--- config.mk ---
export PLATFORM = sky130hd
export DESIGN_NAME = i2c_master
export DESIGN_NICKNAME = d
export VERILOG_FILES = /design/src/rtl/i2c_master.sv
export SDC_FILE = /design/constraint.sdc
export NUM_CORES = 1
export LEC_CHECK = 0
export BUFFER_PORTS_ARGS = -buffer_cell sky130_fd_sc_hd__buf_2
export CORE_MARGIN = 2
export CORE_UTILIZATION = 40
export CTS_BUF_LIST = sky130_fd_sc_hd__clkbuf_16
export DETAILED_ROUTE_END_ITERATION = 16
export REMOVE_ABC_BUFFERS = 1
export SLEW_MARGIN = 20
export SYNTH_ARGS = -nofsm -noshare
export SYNTH_HDL_FRONTEND = slang
export SYNTH_SLANG_ARGS = --single-unit
--- constraint.sdc ---
create_clock -name clk -period 3 [get_ports clk]
set_clock_uncertainty 0.05 [all_clocks]
set_input_delay 0.15 -clock clk [delete_from_list [all_inputs] [get_ports clk]]
set_output_delay 0.15 -clock clk [all_outputs]
set_load 0.01 [all_outputs]
--- src/rtl/i2c_master.sv ---
// Single-byte I2C register write/read initiator with open-drain output enables.
// Every bus element is a phase of four quarters; SCL/SDA enables are registered.
module i2c_master #(
  parameter int CLK_DIV = 250
) (
  input  logic       clk,
  input  logic       rst_n,
  input  logic       start,
  input  logic       rw,
  input  logic [6:0] slave_addr,
  input  logic [7:0] reg_addr,
  input  logic [7:0] wdata,
  output logic [7:0] rdata,
  output logic       busy,
  output logic       done,
  output logic       ack_err,
  output logic       scl_oe,
  output logic       sda_oe,
  input  logic       sda_i
);

  localparam logic [15:0] CNT_MAX = 16'(CLK_DIV - 1);

  typedef enum logic [3:0] {
    IDLE, START, TX_BYTE, RX_ACK, RSTART, RX_BYTE, TX_NACK, STOP, DONE
  } state_t;

  state_t      state_reg, state_next;
  logic [15:0] cnt_reg, cnt_next;
  logic [1:0]  qtr_reg, qtr_next;
  logic [2:0]  bit_reg, bit_next;
  logic [1:0]  sel_reg, sel_next;
  logic [7:0]  shift_reg, shift_next;
  logic [7:0]  rx_reg, rx_next;
  logic        ack_bit_reg, ack_bit_next;
  logic        rw_reg, rw_next;
  logic [6:0]  addr_reg, addr_next;
  logic [7:0]  reg_addr_reg, reg_addr_next;
  logic [7:0]  wdata_reg, wdata_next;
  logic [7:0]  rdata_reg, rdata_next;
  logic        ack_err_reg, ack_err_next;
  logic        done_reg, done_next;
  logic        scl_reg, scl_next;
  logic        sda_reg, sda_next;
  logic        quarter_end, phase_end;

  always_comb begin
    state_next    = state_reg;
    cnt_next      = cnt_reg;
    qtr_next      = qtr_reg;
    bit_next      = bit_reg;
    sel_next      = sel_reg;
    shift_next    = shift_reg;
    rx_next       = rx_reg;
    ack_bit_next  = ack_bit_reg;
    rw_next       = rw_reg;
    addr_next     = addr_reg;
    reg_addr_next = reg_addr_reg;
    wdata_next    = wdata_reg;
    rdata_next    = rdata_reg;
    ack_err_next  = ack_err_reg;
    done_next     = (state_reg == DONE);
    scl_next      = 1'b0;
    sda_next      = 1'b0;

    quarter_end = (cnt_reg == CNT_MAX);
    phase_end   = quarter_end && (qtr_reg == 2'd3);

    if (state_reg != IDLE && state_reg != DONE) begin
      cnt_next = quarter_end ? 16'd0 : cnt_reg + 16'd1;
      if (quarter_end) qtr_next = qtr_reg + 2'd1;
    end

    // sda_i is sampled on the last cycle of q2, while SCL is high
    if (quarter_end && qtr_reg == 2'd2) begin
      if (state_reg == RX_ACK)  ack_bit_next = sda_i;
      if (state_reg == RX_BYTE) rx_next = {rx_reg[6:0], sda_i};
    end

    case (state_reg)
      IDLE: if (start) begin
        state_next    = START;
        rw_next       = rw;
        addr_next     = slave_addr;
        reg_addr_next = reg_addr;
        wdata_next    = wdata;
        ack_err_next  = 1'b0;
        cnt_next      = 16'd0;
        qtr_next      = 2'd0;
      end
      START: if (phase_end) begin
        state_next = TX_BYTE;
        shift_next = {addr_reg, 1'b0};
        bit_next   = 3'd0;
        sel_next   = 2'd0;
      end
      TX_BYTE: if (phase_end) begin
        if (bit_reg == 3'd7) begin
          state_next = RX_ACK;
        end else begin
          bit_next   = bit_reg + 3'd1;
          shift_next = {shift_reg[6:0], 1'b0};
        end
      end
      RX_ACK: if (phase_end) begin
        bit_next = 3'd0;
        if (ack_bit_reg) begin
          ack_err_next = 1'b1;
          state_next   = STOP;
        end else begin
          case (sel_reg)
            2'd0: begin
              state_next = TX_BYTE;
              shift_next = reg_addr_reg;
              sel_next   = 2'd1;
            end
            2'd1: begin
              if (rw_reg) begin
                state_next = RSTART;
              end else begin
                state_next = TX_BYTE;
                shift_next = wdata_reg;
                sel_next   = 2'd2;
              end
            end
            2'd2:    state_next = STOP;
            default: state_next = RX_BYTE;
          endcase
        end
      end
      RSTART: if (phase_end) begin
        state_next = TX_BYTE;
        shift_next = {addr_reg, 1'b1};
        sel_next   = 2'd3;
        bit_next   = 3'd0;
      end
      RX_BYTE: if (phase_end) begin
        if (bit_reg == 3'd7) state_next = TX_NACK;
        else bit_next = bit_reg + 3'd1;
      end
      TX_NACK: if (phase_end) begin
        state_next = STOP;
        rdata_next = rx_reg;
      end
      STOP:    if (phase_end) state_next = DONE;
      DONE:    state_next = IDLE;
      default: state_next = IDLE;
    endcase

    // Line levels for the quarter about to begin; q0 keeps SDA where it was
    case (state_next)
      START: sda_next = qtr_next[1];
      TX_BYTE: begin
        scl_next = !qtr_next[1];
        sda_next = (qtr_next == 2'd0) ? sda_reg : !shift_next[7];
      end
      RX_ACK, RX_BYTE, TX_NACK: begin
        scl_next = !qtr_next[1];
        sda_next = (qtr_next == 2'd0) ? sda_reg : 1'b0;
      end
      RSTART: begin
        scl_next = !qtr_next[1];
        sda_next = (qtr_next == 2'd0) ? sda_reg : (qtr_next == 2'd3);
      end
      STOP: begin
        scl_next = !qtr_next[1];
        sda_next = (qtr_next == 2'd0) ? sda_reg : (qtr_next != 2'd3);
      end
      default: begin
        scl_next = 1'b0;
        sda_next = 1'b0;
      end
    endcase
  end

  always_ff @(posedge clk) begin
    if (!rst_n) begin
      state_reg    <= IDLE;
      cnt_reg      <= '0;
      qtr_reg      <= '0;
      bit_reg      <= '0;
      sel_reg      <= '0;
      shift_reg    <= '0;
      rx_reg       <= '0;
      ack_bit_reg  <= 1'b0;
      rw_reg       <= 1'b0;
      addr_reg     <= '0;
      reg_addr_reg <= '0;
      wdata_reg    <= '0;
      rdata_reg    <= '0;
      ack_err_reg  <= 1'b0;
      done_reg     <= 1'b0;
      scl_reg      <= 1'b0;
      sda_reg      <= 1'b0;
    end else begin
      state_reg    <= state_next;
      cnt_reg      <= cnt_next;
      qtr_reg      <= qtr_next;
      bit_reg      <= bit_next;
      sel_reg      <= sel_next;
      shift_reg    <= shift_next;
      rx_reg       <= rx_next;
      ack_bit_reg  <= ack_bit_next;
      rw_reg       <= rw_next;
      addr_reg     <= addr_next;
      reg_addr_reg <= reg_addr_next;
      wdata_reg    <= wdata_next;
      rdata_reg    <= rdata_next;
      ack_err_reg  <= ack_err_next;
      done_reg     <= done_next;
      scl_reg      <= scl_next;
      sda_reg      <= sda_next;
    end
  end

  assign busy    = (state_reg != IDLE);
  assign done    = done_reg;
  assign ack_err = ack_err_reg;
  assign rdata   = rdata_reg;
  assign scl_oe  = scl_reg;
  assign sda_oe  = sda_reg;

endmodule
**Word-level counts from Yosys, hierarchy flattened**

Index checks and enable logic that the tools add are counted.
Widths: inputs -> output; s select.

- Register bits: 80
- Logic and storage cells: 140
- Output and inout port bits: 13

- Add/subtract/negate cells: 3
- Multiplexer cells: 50
- Reduce and logical (&&, ||, !) cells: 28
- Equal/unequal tests: 41

Operator list:

| operator | number |
|---|---|
| $mux 16 | 4 |
| $mux 8 | 7 |
| $mux 4 | 9 |
| $eq 4x3->1 const B | 8 |
| $pmux 8 s4 | 1 |
| $ne 2x2->1 const B | 14 |
| $pmux 4 s7 | 1 |
| $mux 2 | 9 |
| $add 16x1->16 const B | 1 |
| $eq 16x8->1 const B | 1 |
| $eq 4x2->1 const B | 4 |
| $pmux 8 s2 | 1 |
| $mux 3 | 5 |
| $reduce_and 4->1 | 3 |
| $reduce_and 2->1 | 5 |
| $pmux 3 s3 | 1 |
| $reduce_and 9->1 | 1 |
| $eq 2x2->1 const B | 4 |
| $eq 4x1->1 const B | 2 |
| $reduce_bool 4->1 | 2 |
| $mux 1 | 7 |
| $reduce_and 7->1 | 1 |
| $pmux 2 s3 | 1 |
| $pmux 3 s2 | 1 |
| 21 further kinds | 29 |

**Longest topological paths before layout**

- Depth in word-level cells: 9
- Mapped depth: 10
- Mapped depth without buffers: 9

**Worst setup path before layout**

Ideal clock, no wire load.

- Kind: register to register
- From: register qtr_reg[0]
- To: register sda_reg, in the netlist sda_oe
- Stages on the path, launching flop included: 10
- Setup slack: 529 ps
- Clock period less this slack: 2,471 ps
- Path buffers: 1
- Library setup time: 116 ps
- Arrival time: 2,305 ps
- Cell sequence: dfxtp_1 -> ha_1 -> or4bb_1 -> nor4_4 -> buf_6 -> o21ai_0 -> a311oi_2 -> nor2_1 -> mux2i_1 -> o211a_1

- Cells in the longest elaborated chain, start to end: 8
- Elaborated cells between the ends (all ways): 40

RTL lines:

| item | line | RTL |
|---|---|---|
| from (decl) | 30 | `logic [1:0] qtr_reg, qtr_next;` |
| from (signal assigned) | 198 | `qtr_reg <= qtr_next;` |
| $add 2x1->2 / $eq 2x2->1 (equally long branches) | 71, 67 |  |
| $mux 2 / $logic_and 1x1->1 (equally long branches) | 71, 67 |  |
| $mux 2, or another cell as far along | 69 | `if (state_reg != IDLE && state_reg != DONE) begin` |
| $mux 2 / $pmux 4 s7 (equally long branches) | 81, 80 |  |
| $mux 2, or another cell as far along | 80 | `case (state_reg)` |
| $ne 2x2->1, or another cell as far along | 167 | `sda_next = (qtr_next == 2'd0) ? sda_reg : (qtr_next != 2'd3);` |
| $mux 1, or another cell as far along | 167 |  |
| $pmux 1 s5 / $reduce_and 4->1 (equally long branches) | n/a |  |
| to (signal assigned) | 212 | `sda_reg <= sda_next;` |
| to (decl) | 44 | `logic sda_reg, sda_next;` |

Several ways; a longest one is shown, not always the timed one. The select of a mux whose other input is x is not followed.
A chain may end at the register's enable or synchronous reset.

**Worst setup path in the final report**

Same ends and word-level chain as after synthesis.

==> key figures <==
Run status
  – Status: completed

Critical path
  – CP Cell Sequence: ha_1 > or4bb_1 > nor4_4 > buf_4 > mux2i_1 > nor3_2 > o221ai_1 > o211ai_1 > o211a_1
  – CP startpoint: qtr_reg[0]
  – Reg2reg start: qtr_reg[0]
  – CP max stage delay: 520 ps
  – Slowest CP cell: or4bb_1
  – CP endpoint kind: register
  – Kind of critical path: reg2reg
  – CP Data Required Time: 3230 ps
  – Critical path fanouts, max: 11
  – Startpoint type of the worst setup path: register
  – Critical Path AT: 2940 ps

CTS
  – Clock buffer depth: 2
  – CTS tree: built
  – H-tree Lvls: 3
  – Number of hold buffers added after CTS: 16
  – Root buf cell: clkbuf_16
  – Clock sinks: 80
  – Clk Latency, worst-skew pair: 340 ps
  – Gates resized, CTS repair: 0
  – CTS Buf Count: 9
  – Clock slew seen by the registers of the worst setup and hold paths: 60 ps
  – Setup bufs post-CTS: 0

STA
  – Final count of negative-setup-slack endpoints: 0
  – Worst slew pin tran: 606 ps
  – Setup_tns: 0 ps
  – Fmax: 369 MHz
  – Slew Limit Fails: 0
  – Max_slew headroom: 59.6%
  – RSZ-0062 raised after global routing: no
  – Fin crit share: 90.4%
  – Min cycle time layout: 2710 ps
  – Endpoints failing hold: 0

Power and ir drop
  – Internal Power: 0.00171 W
  – Power Density: 500 nW/um2
  – Part of the power in registers: 48.9%
  – Sw Pwr: 0.000551 W
  – Peak VDD IR: 0.231 mV
  – Fraction of power spent switching nets: 24.4%
  – Leak: 1.69 nW
  – PnR Total Power: 0.00226 W
  – Gate power share: 6.3%
  – Clock share of power: 44.8%

Layout
  – Area growth, synth to finish: 19.1%
  – Fin nets: 538
  – Share of layout cells above drive strength 1: 14.9%
  – Ant diodes: 0
  – Max reg flops: 16
  – Non-Filler Instances: 620

Placement
  – RD Place Congestion: 0.841
  – PortBufs: 40
  – Dpl cells: 588
  – HPWL Detailed: 5.70 mm

Yosys
  – Most used DFF post-synth: dfxtp_1
  – Post-Syn Area: 3790 um2
  – Yosys top cell area share: 42.3%
  – #FFs+latches synth: 80
  – Number of flops mapped to enable cells by yosys: 0
  – FFs w/ async S/R, synth: 0%
  – Count of different cell masters after synthesis: 60
  – Synth warnings: 0
  – Area leader, netlist: dfxtp_1
  – Syn Inst Count: 456
  – Top post-synthesis cells by area: dfxtp_1 (42%), nand2_1 (6.9%), nor2_1 (6.6%)
  – Sequential fraction of the synthesis area: 42.3%
  – Mapped Avg Cell Area: 8.31 um2

Flow run
  – Maxcap violations: 0

Drt
  – Post-DRT Antenna Nets: 0
  – DR iter-0 viols: 140
  – Drt first pass iters: 4
  – Wirelength per Cell: 13.7 um
  – Via density per instance: 5.33
  – Via count: 3,303
  – Final WL: 8.50 mm
  – DRC errors left: 0

Global route
  – Grt total ovfl: 0
  – Largest net degree at the start of global routing: 59
  – Total global-route track usage: 17.9%
  – Initial antenna violation count: 0
  – First-pass GRT wire length: 14.7 mm
  – Vias in the first global route: 3,119

Min path
  – Worst Hold Launch: slave_addr[6]
  – Hold Path Class: in2reg

Floorplanning
  – Die W: 101 um
  – Core area: 9200 um2
  – Initial core utilization: 41.2%
  – I/O Pins: 41
  – Die Height: 101 um
  – Die area: 10,300 um2
  – Std cell rows: 35
synth_stat cells, types with 2 or more instances:
cell type  number
dfxtp_1        80
nand2_1        70
nor2_1         67
a21oi_1        39
mux2i_1        25
clkbuf_1       23
inv_1          10
xor2_1         10
nand3_1         9
o21ai_0         9
a211oi_1        8
xnor2_1         7
and2_1          6
ha_1            6
nand3b_1        6
nor3_1          6
or3_1           6
a221oi_1        5
nand2b_1        5
nand4_1         5
and4_1          3
buf_2           3
nor2b_1         3
nor4_1          3
or2_2           3
a211o_1         2
a311oi_1        2
nor4_4          2
o211ai_1        2
layout by cell type, fill, tap and decap left out, types with 3 or more instances in the layout:
cell,count
dfxtp_1,80
nand2_1,70
nor2_1,67
buf_2,40
a21oi_1,39
mux2i_1,25
dlygate4sd3_1,16
inv_1,11
xor2_1,10
o21ai_0,9
nand3_1,9
clkbuf_16,9
buf_4,9
a211oi_1,8
xnor2_1,7
nor3_1,6
and2_1,6
or3_1,6
nand3b_1,6
ha_1,6
nand2b_1,5
nand4_1,5
a221oi_1,5
or2_2,3
nor2b_1,3
nor4_1,3
and4_1,3
clkinvlp_4,3
area by class of cell:
type,count,area (um2)
clock buffers,9,225
clock inverters,7,47.5
fillers,919,4680
inverters,10,37.5
multi-input cells,338,2030
flip-flops and latches,80,1600
well taps,111,139
repair buffers,65,428
layer usage:
metal	global-route usage (%)	share of wire (%)	vias to the layer above
met5	0	0	-
li1	-	-	1683
met4	7.90	1.9	0
met3	3.31	3.4	13
met1	24.0	49	1541
met2	28.1	45	66
critical path: cells and delay by family (launching register included):
kind	cells	cell delay, ps
adder cells (fa/ha/maj)	1	200
AND/OR/NAND/NOR	3	1000
AO/OA/AOI/OAI	3	590
multiplexers	1	110
flip-flops	1	460
buffers and inverters	1	240
through the flow:
step	util (%)	instance area, um2	setup WS (ps)	hold slack [ps]
global route	49.1	4510	134	6.21
detailed placement	44.4	4080	326	349
global placement	44.4	4080	413	341
floorplan	-	3670	356	222
CTS	49.1	4510	319	0.990
finish	49.1	4510	289	2.43
power by group through the flow:
stage               sequential [W]  clock, W  combinational (W)
global placement           0.00113         0           0.000124
detailed placement         0.00113         0           0.000127
finish                     0.00110   0.00101           0.000142
global route               0.00111   0.00108           0.000162
CTS                        0.00110   0.00104           0.000144
floorplan                  0.00112         0          0.0000793
final timing paths:
path	to	slack, ps	cells after the start
worst max-delay path	sda_oe	290	9
worst min-delay path	addr_reg[6]	2	3
worst max register to register	sda_oe	290	9
worst min register to register	wdata_reg[4]	410	2
cell families after synthesis:
group	Yosys count	share of synthesized area (%)
AND/OR/NAND/NOR	209	27.1
AO/OA/AOI/OAI	81	14.0
flip-flops	80	42.3
buffers and inverters	38	4.06
multiplexers	25	6.60
XOR/XNOR	17	3.93
adder cells (fa/ha/maj)	6	1.98
No activity file was read; power rests on OpenSTA's default activity.
